[config.mk]
export PLATFORM = sky130hd
export DESIGN_NAME = factor_dmas
export DESIGN_NICKNAME = d
export VERILOG_FILES = /design/src/rtl/fdmas_pkg.sv /design/src/rtl/fdmas_sqrt_pipe.sv /design/src/rtl/factor_dmas.sv
export SDC_FILE = /design/constraint.sdc
export NUM_CORES = 1
export LEC_CHECK = 0
export CORE_MARGIN = 2
export CORE_UTILIZATION = 24
export DETAILED_ROUTE_END_ITERATION = 10
export HOLD_SLACK_MARGIN = 0.02
export SETUP_SLACK_MARGIN = 0.3
export SLEW_MARGIN = 25
export SYNTH_ARGS = -nofsm -noshare
export SYNTH_HDL_FRONTEND = slang
export SYNTH_HIERARCHICAL = 1
export SYNTH_SLANG_ARGS = --single-unit
[constraint.sdc]
create_clock -name clk -period 8.9 [get_ports clk]
set_input_delay 2.225 -clock clk [delete_from_list [all_inputs] [get_ports clk]]
set_output_delay 2.225 -clock clk [all_outputs]
set_load 0.01 [all_outputs]
[src/rtl/fdmas_pkg.sv]
// Shared widths, saturation limits and helpers for the F-DMAS pixel beamformer.
// Optional bf_valid output is enabled with the FDMAS_VALID_OUT_EN macro.
package fdmas_pkg;

   localparam int DATA_W = 16;
   localparam int OUT_W  = 17;
   localparam int ABS_W  = 17;
   localparam int SQRT_W = 9;
   localparam int S1_W   = 16;
   localparam int S2_W   = 24;
   localparam int PROD_W = 30;
   localparam int DIFF_W = 31;
   localparam int REM_W  = 12;

   localparam logic signed [OUT_W-1:0] OUT_MAX = 17'h0_FFFF;
   localparam logic signed [OUT_W-1:0] OUT_MIN = 17'h1_0000;

   typedef struct packed {
      logic              vld;
      logic              neg;
      logic [ABS_W-1:0]  mag;
      logic [SQRT_W-1:0] root;
   } sqrt_tok_t;

   // Widened magnitude so that -32768 maps to +32768 without overflow.
   function automatic logic [ABS_W-1:0] abs_val(input logic signed [DATA_W-1:0] s);
      logic [ABS_W-1:0] ext;
      ext = {s[DATA_W-1], s};
      return s[DATA_W-1] ? (~ext + 17'd1) : ext;
   endfunction

endpackage

[src/rtl/fdmas_sqrt_pipe.sv]
// Pipelined floor square root (digit-by-digit, shift/subtract) of a 17-bit magnitude.
// The nine result bits are spread over exactly SQRT_LATENCY register stages.
module fdmas_sqrt_pipe
   import fdmas_pkg::*;
#(
   parameter int SQRT_LATENCY = 5
) (
   input  logic             clk,
   input  logic             rst,
   input  logic             vld_i,
   input  logic             neg_i,
   input  logic [ABS_W-1:0] mag_i,
   output sqrt_tok_t        tok_o
);

   genvar s;
   generate
      for (s = 0; s < SQRT_LATENCY; s++) begin : g_stage
         localparam int LO = (s * SQRT_W) / SQRT_LATENCY;
         localparam int HI = ((s + 1) * SQRT_W) / SQRT_LATENCY;

         sqrt_tok_t             tok_in_s, tok_d, tok_q;
         logic [REM_W-1:0]      rem_in_s, rem_d, rem_t, trial_t;
         logic [2*SQRT_W-1:0]   mag_pad_s;

         if (s == 0) begin : g_src
            assign tok_in_s = '{vld: vld_i, neg: neg_i, mag: mag_i, root: '0};
            assign rem_in_s = '0;
         end else begin : g_chain
            assign tok_in_s = g_stage[s-1].tok_q;
            assign rem_in_s = g_stage[s-1].g_rem.rem_q;
         end

         assign mag_pad_s = {1'b0, tok_in_s.mag};

         // Result bits LO..HI-1, most significant pair of the magnitude first.
         always_comb begin
            tok_d   = tok_in_s;
            rem_d   = rem_in_s;
            rem_t   = '0;
            trial_t = '0;
            for (int k = LO; k < HI; k++) begin
               rem_t   = {rem_d[REM_W-3:0], mag_pad_s[2*(SQRT_W-1-k) +: 2]};
               trial_t = {1'b0, tok_d.root, 2'b01};
               if (rem_t >= trial_t) begin
                  rem_d      = rem_t - trial_t;
                  tok_d.root = {tok_d.root[SQRT_W-2:0], 1'b1};
               end else begin
                  rem_d      = rem_t;
                  tok_d.root = {tok_d.root[SQRT_W-2:0], 1'b0};
               end
            end
         end

         // Stage token register.
         always_ff @(posedge clk) begin
            if (rst) tok_q <= '0;
            else     tok_q <= tok_d;
         end

         // The partial remainder is only needed by a following stage.
         if (s < SQRT_LATENCY - 1) begin : g_rem
            logic [REM_W-1:0] rem_q;
            always_ff @(posedge clk) begin
               if (rst) rem_q <= '0;
               else     rem_q <= rem_d;
            end
         end
      end
   endgenerate

   assign tok_o = g_stage[SQRT_LATENCY-1].tok_q;

endmodule

[src/rtl/factor_dmas.sv]
// Pixel-level factorized DMAS core: y = ((sum s_hat)^2 - sum|s|) >>> OUT_SHIFT, saturated.
// Define FDMAS_VALID_OUT_EN to add the bf_valid output.
module factor_dmas
   import fdmas_pkg::*;
#(
   parameter int CHANNELS     = 128,
   parameter int SQRT_LATENCY = 5,
   parameter int OUT_SHIFT    = 13
) (
   input  logic                     clk,
   input  logic                     rst,
   input  logic signed [DATA_W-1:0] rfdata,
   output logic signed [OUT_W-1:0]  bf_out
`ifdef FDMAS_VALID_OUT_EN
   ,
   output logic                     bf_valid
`endif
);

   // Output register loads when the pre-edge count equals DONE_CNT (edge CHANNELS+SQRT_LATENCY+4).
   localparam int DONE_CNT = CHANNELS + SQRT_LATENCY + 3;
   localparam int CNT_W    = $clog2(DONE_CNT + 2);
   localparam logic signed [DIFF_W-1:0] SAT_HI = {{(DIFF_W-OUT_W){OUT_MAX[OUT_W-1]}}, OUT_MAX};
   localparam logic signed [DIFF_W-1:0] SAT_LO = {{(DIFF_W-OUT_W){OUT_MIN[OUT_W-1]}}, OUT_MIN};

   logic [CNT_W-1:0]         cnt_q, cnt_d;
   logic                     cap_vld_q, cap_vld_d, cap_neg_q, cap_neg_d;
   logic [ABS_W-1:0]         cap_mag_q, cap_mag_d;
   logic signed [S1_W-1:0]   s1_q, s1_d, shat_s;
   logic [S2_W-1:0]          s2_q, s2_d;
   logic [PROD_W-1:0]        prod_q, prod_d;
   logic signed [OUT_W-1:0]  bf_out_q, bf_out_d, sat_s;
   logic signed [2*S1_W-1:0] sq_s;
   logic signed [DIFF_W-1:0] diff_s, shifted_s;
   logic                     in_win_s, done_s;
   sqrt_tok_t                tok_s;

   fdmas_sqrt_pipe #(.SQRT_LATENCY(SQRT_LATENCY)) u_sqrt (
      .clk   (clk),
      .rst   (rst),
      .vld_i (cap_vld_q),
      .neg_i (cap_neg_q),
      .mag_i (cap_mag_q),
      .tok_o (tok_s)
   );

   assign in_win_s = (cnt_q >= CNT_W'(1)) && (cnt_q <= CNT_W'(CHANNELS));
   assign done_s   = (cnt_q == CNT_W'(DONE_CNT));

   // Capture, accumulate, square and saturate datapath.
   always_comb begin
      cnt_d     = (cnt_q == CNT_W'(DONE_CNT + 1)) ? cnt_q : cnt_q + CNT_W'(1);
      cap_vld_d = in_win_s;
      cap_neg_d = in_win_s & rfdata[DATA_W-1];
      cap_mag_d = in_win_s ? abs_val(rfdata) : '0;

      shat_s = tok_s.neg ? -S1_W'(tok_s.root) : S1_W'(tok_s.root);
      if (tok_s.vld) begin
         s1_d = s1_q + shat_s;
         s2_d = s2_q + S2_W'(tok_s.mag);
      end else begin
         s1_d = s1_q;
         s2_d = s2_q;
      end

      sq_s   = s1_q * s1_q;
      prod_d = sq_s[PROD_W-1:0];

      diff_s    = $signed({1'b0, prod_q}) - $signed({{(DIFF_W-S2_W){1'b0}}, s2_q});
      shifted_s = diff_s >>> OUT_SHIFT;
      if (shifted_s > SAT_HI) begin
         sat_s = OUT_MAX;
      end else if (shifted_s < SAT_LO) begin
         sat_s = OUT_MIN;
      end else begin
         sat_s = shifted_s[OUT_W-1:0];
      end
      bf_out_d = done_s ? sat_s : bf_out_q;
   end

   // Frame state registers.
   always_ff @(posedge clk) begin
      if (rst) begin
         cnt_q     <= '0;
         cap_vld_q <= 1'b0;
         cap_neg_q <= 1'b0;
         cap_mag_q <= '0;
         s1_q      <= '0;
         s2_q      <= '0;
         prod_q    <= '0;
         bf_out_q  <= '0;
      end else begin
         cnt_q     <= cnt_d;
         cap_vld_q <= cap_vld_d;
         cap_neg_q <= cap_neg_d;
         cap_mag_q <= cap_mag_d;
         s1_q      <= s1_d;
         s2_q      <= s2_d;
         prod_q    <= prod_d;
         bf_out_q  <= bf_out_d;
      end
   end

   assign bf_out = bf_out_q;

`ifdef FDMAS_VALID_OUT_EN
   logic valid_q, valid_d;

   assign valid_d = valid_q | done_s;

   // Sticky result-valid flag.
   always_ff @(posedge clk) begin
      if (rst) valid_q <= 1'b0;
      else     valid_q <= valid_d;
   end

   assign bf_valid = valid_q;
`endif

endmodule

==> summary.md, run 1 <==
| Metric | Value |
|---|---|
| Crit Path Max Fanout | 20 |
| Initial DRC count | approximately 760 |
| Placer Congestion | roughly 0.86 |
| Outcome | completed |
| Resize count post-CTS | 0 |
| Gr usage total | 0.100 |
| Count of input and output buffers | 34 |
| CP cell instances | inv_1 > nor2_1 > fa_1 > inv_1 > fa_1 > inv_1 > fa_1 > fa_1 > fa_1 > inv_1 > fa_1 > inv_1 > ha_1 > and3_1 > and4_1 > nand2_1 > nor2_1 > a21oi_1 > o31ai_1 > a211o_1 > o22ai_1 > mux2_2 |
| IO Pins | 35 |
| Drt first pass iters | 7 |
| Worst-Margin Slew | 0.896 ns |
| Fmax | between 100 and 150 MHz |
| Fin Hold WS | between 0.3 and 0.4 ns |
| Die area | 92200 sq um |
| DP HPWL | roughly 36000 um |
| Cell family with the largest share of critical-path delay | adder cells |
| Yosys reg bits | between 200 and 300 |
| Hold depth | 1 |
| Die Ht | ~300 um |
| Clock Latency Late Sink | roughly 0.60 ns |
| Commonest non-fill, non-tap cell in the layout | inv_1 |
| CP bufs+invs | 5 |
| Hold Crit Endpoint | u_sqrt/tok_o[20] |
| Drt drc | 0 |
| Layout cell share with drive strength beyond 1 | 0.0398 |
| Syn Area/Cell | between 8 and 9 sq um |
| Post-DP Area | about 23000 sq um |
| Largest net degree at the start of global routing | slightly below 100 |
| Peak VDD IR | between 150 and 200 uV |
| Htree depth | 1 |
| Sink Count | around 260 |
| CTS Buf Count | 30 |
| Routed WL per cell | about 13 um |
| Asr flop ratio synth | 0 |
| Number of max-cap violations | 0 |
| Vias per cell | 4.29 |
| Die span in x | just over 300 um |
| CP startpoint kind | flip-flop |
| Initial Util | 0.243 |
| CP max-delay cell | dfxtp_1 |
| DRT Wirelength | 45500 um |
| Syn-to-layout area delta | 12.0% |
| Setup violators final | 0 |
| Number of global-route vias before repair | between 15k and 20k |
| RSZ-0062 raised after global routing | false |
| Synth top area share | 0.241 |
| Setup Skew | 0.0602 ns |
| Num rows | between 100 and 150 |
| Critical Path RT | 9.34 ns |
| Post-route ant nets | 0 |
| Reg2Reg Capture Point | prod_q[28] |
| Commonest non-fill, non-tap cells in the layout | 422 x inv_1, 259 x dfxtp_1, 229 x nor2_1, 229 x fa_1, 192 x ha_1 |
| Worst path most repeated cell | fa_1 |
| Reg2Reg Depth | 22 |
| Critical path's largest stage delay | 0.73 ns |
| Via count | about 15k |
| Top post-synthesis cells by area | dfxtp_1 24%, fa_1 21%, ha_1 11%, inv_1 7.3%, nor2_1 4.0% |
| Top cell type by total area after synthesis | dfxtp_1 |
| Sequential-to-total area share from yosys stat | 0.241 |
| Clock buffer depth | 3 |
| Hold WC Path Type | reg2reg |
| Critical R2R Launch | s1_q[15] |
| # Post-CTS Setup Buffers | 0 |
| Final Cell Area | around 24000 sq um |
| Power per cell area | ~140 nW/um^2 |
| Post-route total power | 3350 uW |
| Root buffer cell | clkbuf_16 |
| Post-synth EDFFs | 0 |
| Initial antenna violation count | 1 |
| Antenna cells | 0 |
| Count of final max-slew check failures | 0 |
| Main synth FF type | dfxtp_1 |
| TritonCTS clock tree | yes |
| Crit Path Class | reg2reg |
| Clk slew on worst S/H paths | about 0.060 ns |
| WP data arrival | between 7 and 8 ns |
| Yosys warns | 6 |
| Remaining global-route overflow | 0 |
| CP Capture Type | flip-flop |
| Period minus WS final | just over 7 ns |
| Mapped Area | approximately 22000 sq um |
| Post-Syn Instances | approximately 2.4k |
| Worst reg-to-reg setup slack | approximately 1.7 ns |
| Period utilization | 0.807 |
| Netlist cell types | 84 |
| Max-slew headroom | 0.387 |
| TNS Setup | 0 ns |
| First-pass GRT wire length | approximately 80000 um |
| Pleak | about 0.011 uW |
| Core Box Area | around 90000 sq um |
| CTS Hold Bufs | 0 |
| Hold path startpoint | u_sqrt/g_stage[3].tok_q[20] |
| Fin. Hold Viols | 0 |
| Synthesized Nets | 2857 |
| Layout net count | about 2.9k |
-- cells by family after synthesis --
| logic type | Yosys count | share of synthesized area |
|---|---|---|
| other | 2 | 0.000348 |
| XOR/XNOR | 133 | 0.0540 |
| flip-flops | 259 | 0.241 |
| buffers and inverters | 498 | 0.0878 |
| adder cells (fa/ha/maj) | 421 | 0.324 |
| AO/OA/AOI/OAI | 362 | 0.114 |
| AND/OR/NAND/NOR | 708 | 0.163 |
| multiplexers | 35 | 0.0165 |
-- registers in the layout, summed over array words and instances, names as in the netlist --
signal and flops:
bf_out 17, cap_mag_q 17, cap_neg_q 1, cap_vld_q 1, cnt_q 8, prod_q 29
s1_q 16, s2_q 24, u_sqrt/g_stage.g_rem.rem_q 31, u_sqrt/g_stage.tok_q 88, u_sqrt/tok_o 27
-- routing by layer --
| metal | vias to the layer above | share of wire | track usage |
|---|---|---|---|
| met3 | 50 | 0.041 | 0.0128 |
| met4 | 0 | 0.016 | 0.0199 |
| met2 | 214 | 0.47 | 0.170 |
| met5 | - | 0 | 0 |
| li1 | 7813 | - | - |
| met1 | 7365 | 0.48 | 0.137 |
-- report_power, final --
group,internal (uW),switching [uW],leakage (uW),total [uW]
clock network,771,493,0.000507,1260
registers,1230,38.1,0.00211,1260
logic,345,481,0.00809,826
total,2340,1010,0.0107,3350
-- cell usage after synthesis (all sizes together), types with 14 or more instances --
master	n
and3	17
xnor2	82
nor3	39
clkbuf	60
o21ai	68
a21oi	106
a31oi	18
nand2b	21
inv	424
ha	192
or3	21
xor2	51
a211oi	28
nor2	229
dfxtp	259
nand2	148
a21o	30
nor2b	97
nand3	30
and2	41
nand4	14
mux2i	31
fa	229
-- worst register-to-register path: stages, from the launching register on --
cell	delay (ns)
dfxtp_1	0.73
inv_1	0.39
nor2_1	0.26
fa_1	0.51
inv_1	0.21
fa_1	0.58
inv_1	0.30
fa_1	0.46
fa_1	0.47
fa_1	0.54
inv_1	0.05
fa_1	0.53
inv_1	0.04
ha_1	0.32
and3_1	0.20
and4_1	0.25
nand2_1	0.10
nor2_1	0.05
a21oi_1	0.11
o31ai_1	0.08
a211o_1	0.31
o22ai_1	0.18
mux2_2	0.34
-- per-stage QoR --
step | worst slack, ns | utilization | instances
finish | 1.71 | 0.272 | 3602
global route | 1.29 | 0.272 | 3602
CTS | 1.67 | 0.272 | 3602
detailed placement | 1.77 | 0.261 | 3550
global placement | 1.89 | 0.261 | 3550
floorplan | 2.28 | - | 2418
-- worst max path at each step --
stage / cells past startpoint / end / startpoint
6_report: 22 / prod_q[28] / s1_q[15]
5_1_grt: 22 / prod_q[28] / s1_q[15]
4_1_cts: 22 / prod_q[28] / s1_q[15]
3_5_place_dp: 22 / prod_q[28] / s1_q[15]
3_3_place_gp: 21 / prod_q[28] / s1_q[6]
2_1_floorplan: 24 / prod_q[28] / s1_q[15]
-- final cells by class --
cell class	instances	area, sq um
Clock inverter	9	153
Fill cell	9503	64500
Timing Repair Buffer	40	389
Clock buffer	43	880
Multi-Input combinational cell	1661	14500
Tap cell	1165	1460
Inverter	425	1600
Sequential cell	259	5180
Note: power is estimated with default switching activity, not from simulation.
==> run 2: changes to the inputs <==
==> constraint.sdc (replaced) <==
create_clock -name clk -period 6.5 [get_ports clk]
set_input_delay 1.625 -clock clk [delete_from_list [all_inputs] [get_ports clk]]
set_output_delay 1.625 -clock clk [all_outputs]
set_load 0.01 [all_outputs]
==> run 2 against run 1 <==
Highest routed layer unchanged. Clock skew rose by 0.0077 ns. Count of clock-buffer cells in the layout decreased by 7. Sequential power rose by 37%. Critical path depth rose by 2. Design area rose by 3.6%. Clock power increased by 37%. Global-route usage increased by 0.11 points. First-iteration DRC count fell by 3.3%. Critical path type unchanged. Worst hold slack got worse by 0.018 ns. Non-clock buffer count grew 60.
==> summary.md, run 2 (synthesis results as in run 1) <==
| Metric | Value |
|---|---|
| Core Box Area | 88600 sq um (unchanged) |
| TNS Setup | 0 ns (unchanged) |
| Root buffer cell | clkbuf_16 |
| CP startpoint kind | flip-flop |
| Count of final max-slew check failures | 0 (unchanged) |
| Initial antenna violation count | 0 (-1) |
| Antenna cells | 0 (unchanged) |
| WP data arrival | 6.49 ns (-1.13 ns) |
| Crit Path Class | reg2reg |
| CTS Hold Bufs | 0 (unchanged) |
| DP HPWL | 36900 um (+2.2%) |
| Power per cell area | 183 nW/um^2 (+32%) |
| Num rows | 109 (unchanged) |
| Remaining global-route overflow | 0 (unchanged) |
| Largest net degree at the start of global routing | 142 (+43%) |
| Worst-Margin Slew | 0.932 ns (+0.0359 ns) |
| Number of global-route vias before repair | 15.8k (+1.1%) |
| Die Ht | 304 um (unchanged) |
| Fmax | 167 MHz (+20%) |
| Clock Latency Late Sink | 0.61 ns (about the same) |
| Gr usage total | 0.101 (+0.00108) |
| Placer Congestion | 0.848 (-1.6%) |
| Clock buffer depth | 3 (unchanged) |
| Commonest non-fill, non-tap cell in the layout | inv_1 |
| Peak VDD IR | 199 uV (+18%) |
| Htree depth | 1 (unchanged) |
| Number of max-cap violations | 0 (unchanged) |
| Layout cell share with drive strength beyond 1 | 0.0989 (+0.0591) |
| Sink Count | 259 (unchanged) |
| Count of input and output buffers | 34 (unchanged) |
| RSZ-0062 raised after global routing | true |
| CTS Buf Count | 28 (-6.7%) |
| Drt drc | 0 (unchanged) |
| IO Pins | 35 (unchanged) |
| Period minus WS final | 5.98 ns (-1.20 ns) |
| Setup violators final | 0 (unchanged) |
| Max FFs per register | 88 (unchanged) |
| Clk slew on worst S/H paths | 0.07 ns (about the same) |
| Top flop regs | u_sqrt/g_stage.tok_q x88, u_sqrt/g_stage.g_rem.rem_q x31, prod_q x29 |
| Period utilization | 0.920 (+0.113) |
| Post-route ant nets | 0 (unchanged) |
| Max-slew headroom | 0.379 (-0.00851) |
| Syn-to-layout area delta | 16.0% |
| TritonCTS clock tree | yes |
| DRT Wirelength | 46700 um (+2.7%) |
| Vias per cell | 4.24 (-1.1%) |
| Setup Skew | 0.0679 ns (+0.00768 ns) |
| Die span in x | 304 um (unchanged) |
| First-pass GRT wire length | 78800 um (+0.99%) |
| Fin. Hold Viols | 0 (unchanged) |
| Via count | 15.5k (+0.56%) |
| Pleak | 0.0110 uW (+3.2%) |
| Die area | 92200 sq um (unchanged) |
| Final Cell Area | 25000 sq um (+3.6%) |
| Critical Path RT | 7.01 ns (-2.33 ns) |
| Layout net count | 2914 (+2.0%) |
| Post-DP Area | 23400 sq um (+1.2%) |
| Crit Path Max Fanout | 15 (-25%) |
| Outcome | completed |
| Hold WC Path Type | reg2reg |
| Top reg by flops | u_sqrt/g_stage.tok_q |
| Initial DRC count | 739 (-3.3%) |
| CP Capture Type | flip-flop |
| Routed WL per cell | 12.8 um (+0.98%) |
| Commonest non-fill, non-tap cells in the layout | 412 x inv_1, 243 x dfxtp_1, 219 x nor2_1, 219 x fa_1, 185 x ha_1 |
| FILL cells | 9404 (-1.0%) |
| Initial Util | 0.243 (unchanged) |
| Drt first pass iters | 5 (-2) |
-- run 2: what timing repair did --
item | in CTS | in global routing
resized for setup | 43 | 87
pin swaps | 7 | 48
cloned | 0 | 1
setup buffers | 1 | 22
endpoints found under the setup margin | 11 | 9
-- run 2: worst max-delay path, stage by stage, from the launching register on --
cell and delay [ns]:
dfxtp_4 0.39, buf_12 0.16, and2_1 0.18, inv_1 0.06
fa_1 0.47, inv_1 0.05, fa_1 0.47, inv_1 0.05
fa_1 0.53, inv_1 0.05, fa_1 0.48, fa_1 0.55
inv_1 0.05, fa_1 0.53, inv_1 0.04, ha_1 0.30
and3_4 0.20, and4_4 0.20, nand2_2 0.08, nor2_1 0.06
a21oi_2 0.12, o31ai_2 0.08, a211o_1 0.27, o22ai_2 0.18
mux2_2 0.34
-- run 2: path summary, 6_finish.rpt --
check                                    from          endpoint  slack, ns  depth (start not counted)
hold / removal    u_sqrt/g_stage[3].tok_q[21]  u_sqrt/tok_o[21]       0.37                          1
setup reg to reg                      s1_q[9]        prod_q[28]       0.52                         24
setup / recovery                      s1_q[9]        prod_q[28]       0.52                         24
hold reg to reg   u_sqrt/g_stage[3].tok_q[21]  u_sqrt/tok_o[21]       0.37                          1
-- run 2: final cells by class --
type / instances / area, sq um / area share
inverter: 425 / 1610 / 0.0644
timing repair buffer: 100 / 916 / 0.0366
clock inverter: 16 / 215 / 0.00861
sequential: 259 / 5240 / 0.209
multi-input combinational: 1661 / 14800 / 0.591
clock buffer: 36 / 801 / 0.0320
tap: 1165 / 1460 / 0.0583
-- run 2: layer usage --
layer	vias to the layer above	GRT usage	part of all wire
met3	50	0.0112	0.031
met4	0	0.0193	0.016
met2	169	0.176	0.47
met1	7389	0.136	0.49
li1	7921	-	-
met5	-	0	0
-- run 2: report_power, final --
group,internal (uW),switching [uW]
clock network,1030,686
registers,1670,53.3
logic,472,658
total,3180,1400
-- run 2: stage by stage --
step | util | hold slack, ns | setup slack (ns) | cells | total power (uW)
6_report | 0.282 | 0.374 | 0.518 | 3662 | 4570
3_5_place_dp | 0.264 | 0.420 | -0.0755 | 3586 | 2890
5_1_grt | 0.282 | 0.415 | 0.279 | 3662 | 4860
2_1_floorplan | - | 0.414 | 0.295 | 2418 | 2660
3_3_place_gp | 0.264 | 0.416 | 0.0544 | 3586 | 2880
4_1_cts | 0.277 | 0.372 | 0.312 | 3639 | 4630
==> run 3: changes to the inputs <==
--- a/config.mk
+++ b/config.mk
@@ -10,7 +10,6 @@
 export DETAILED_ROUTE_END_ITERATION = 10
 export HOLD_SLACK_MARGIN = 0.02
 export SETUP_SLACK_MARGIN = 0.3
-export SLEW_MARGIN = 25
 export SYNTH_ARGS = -nofsm -noshare
 export SYNTH_HDL_FRONTEND = slang
 export SYNTH_HIERARCHICAL = 1
==> results of run 3 <==
Final layout, timing and power as in run 2 (identical DEF).
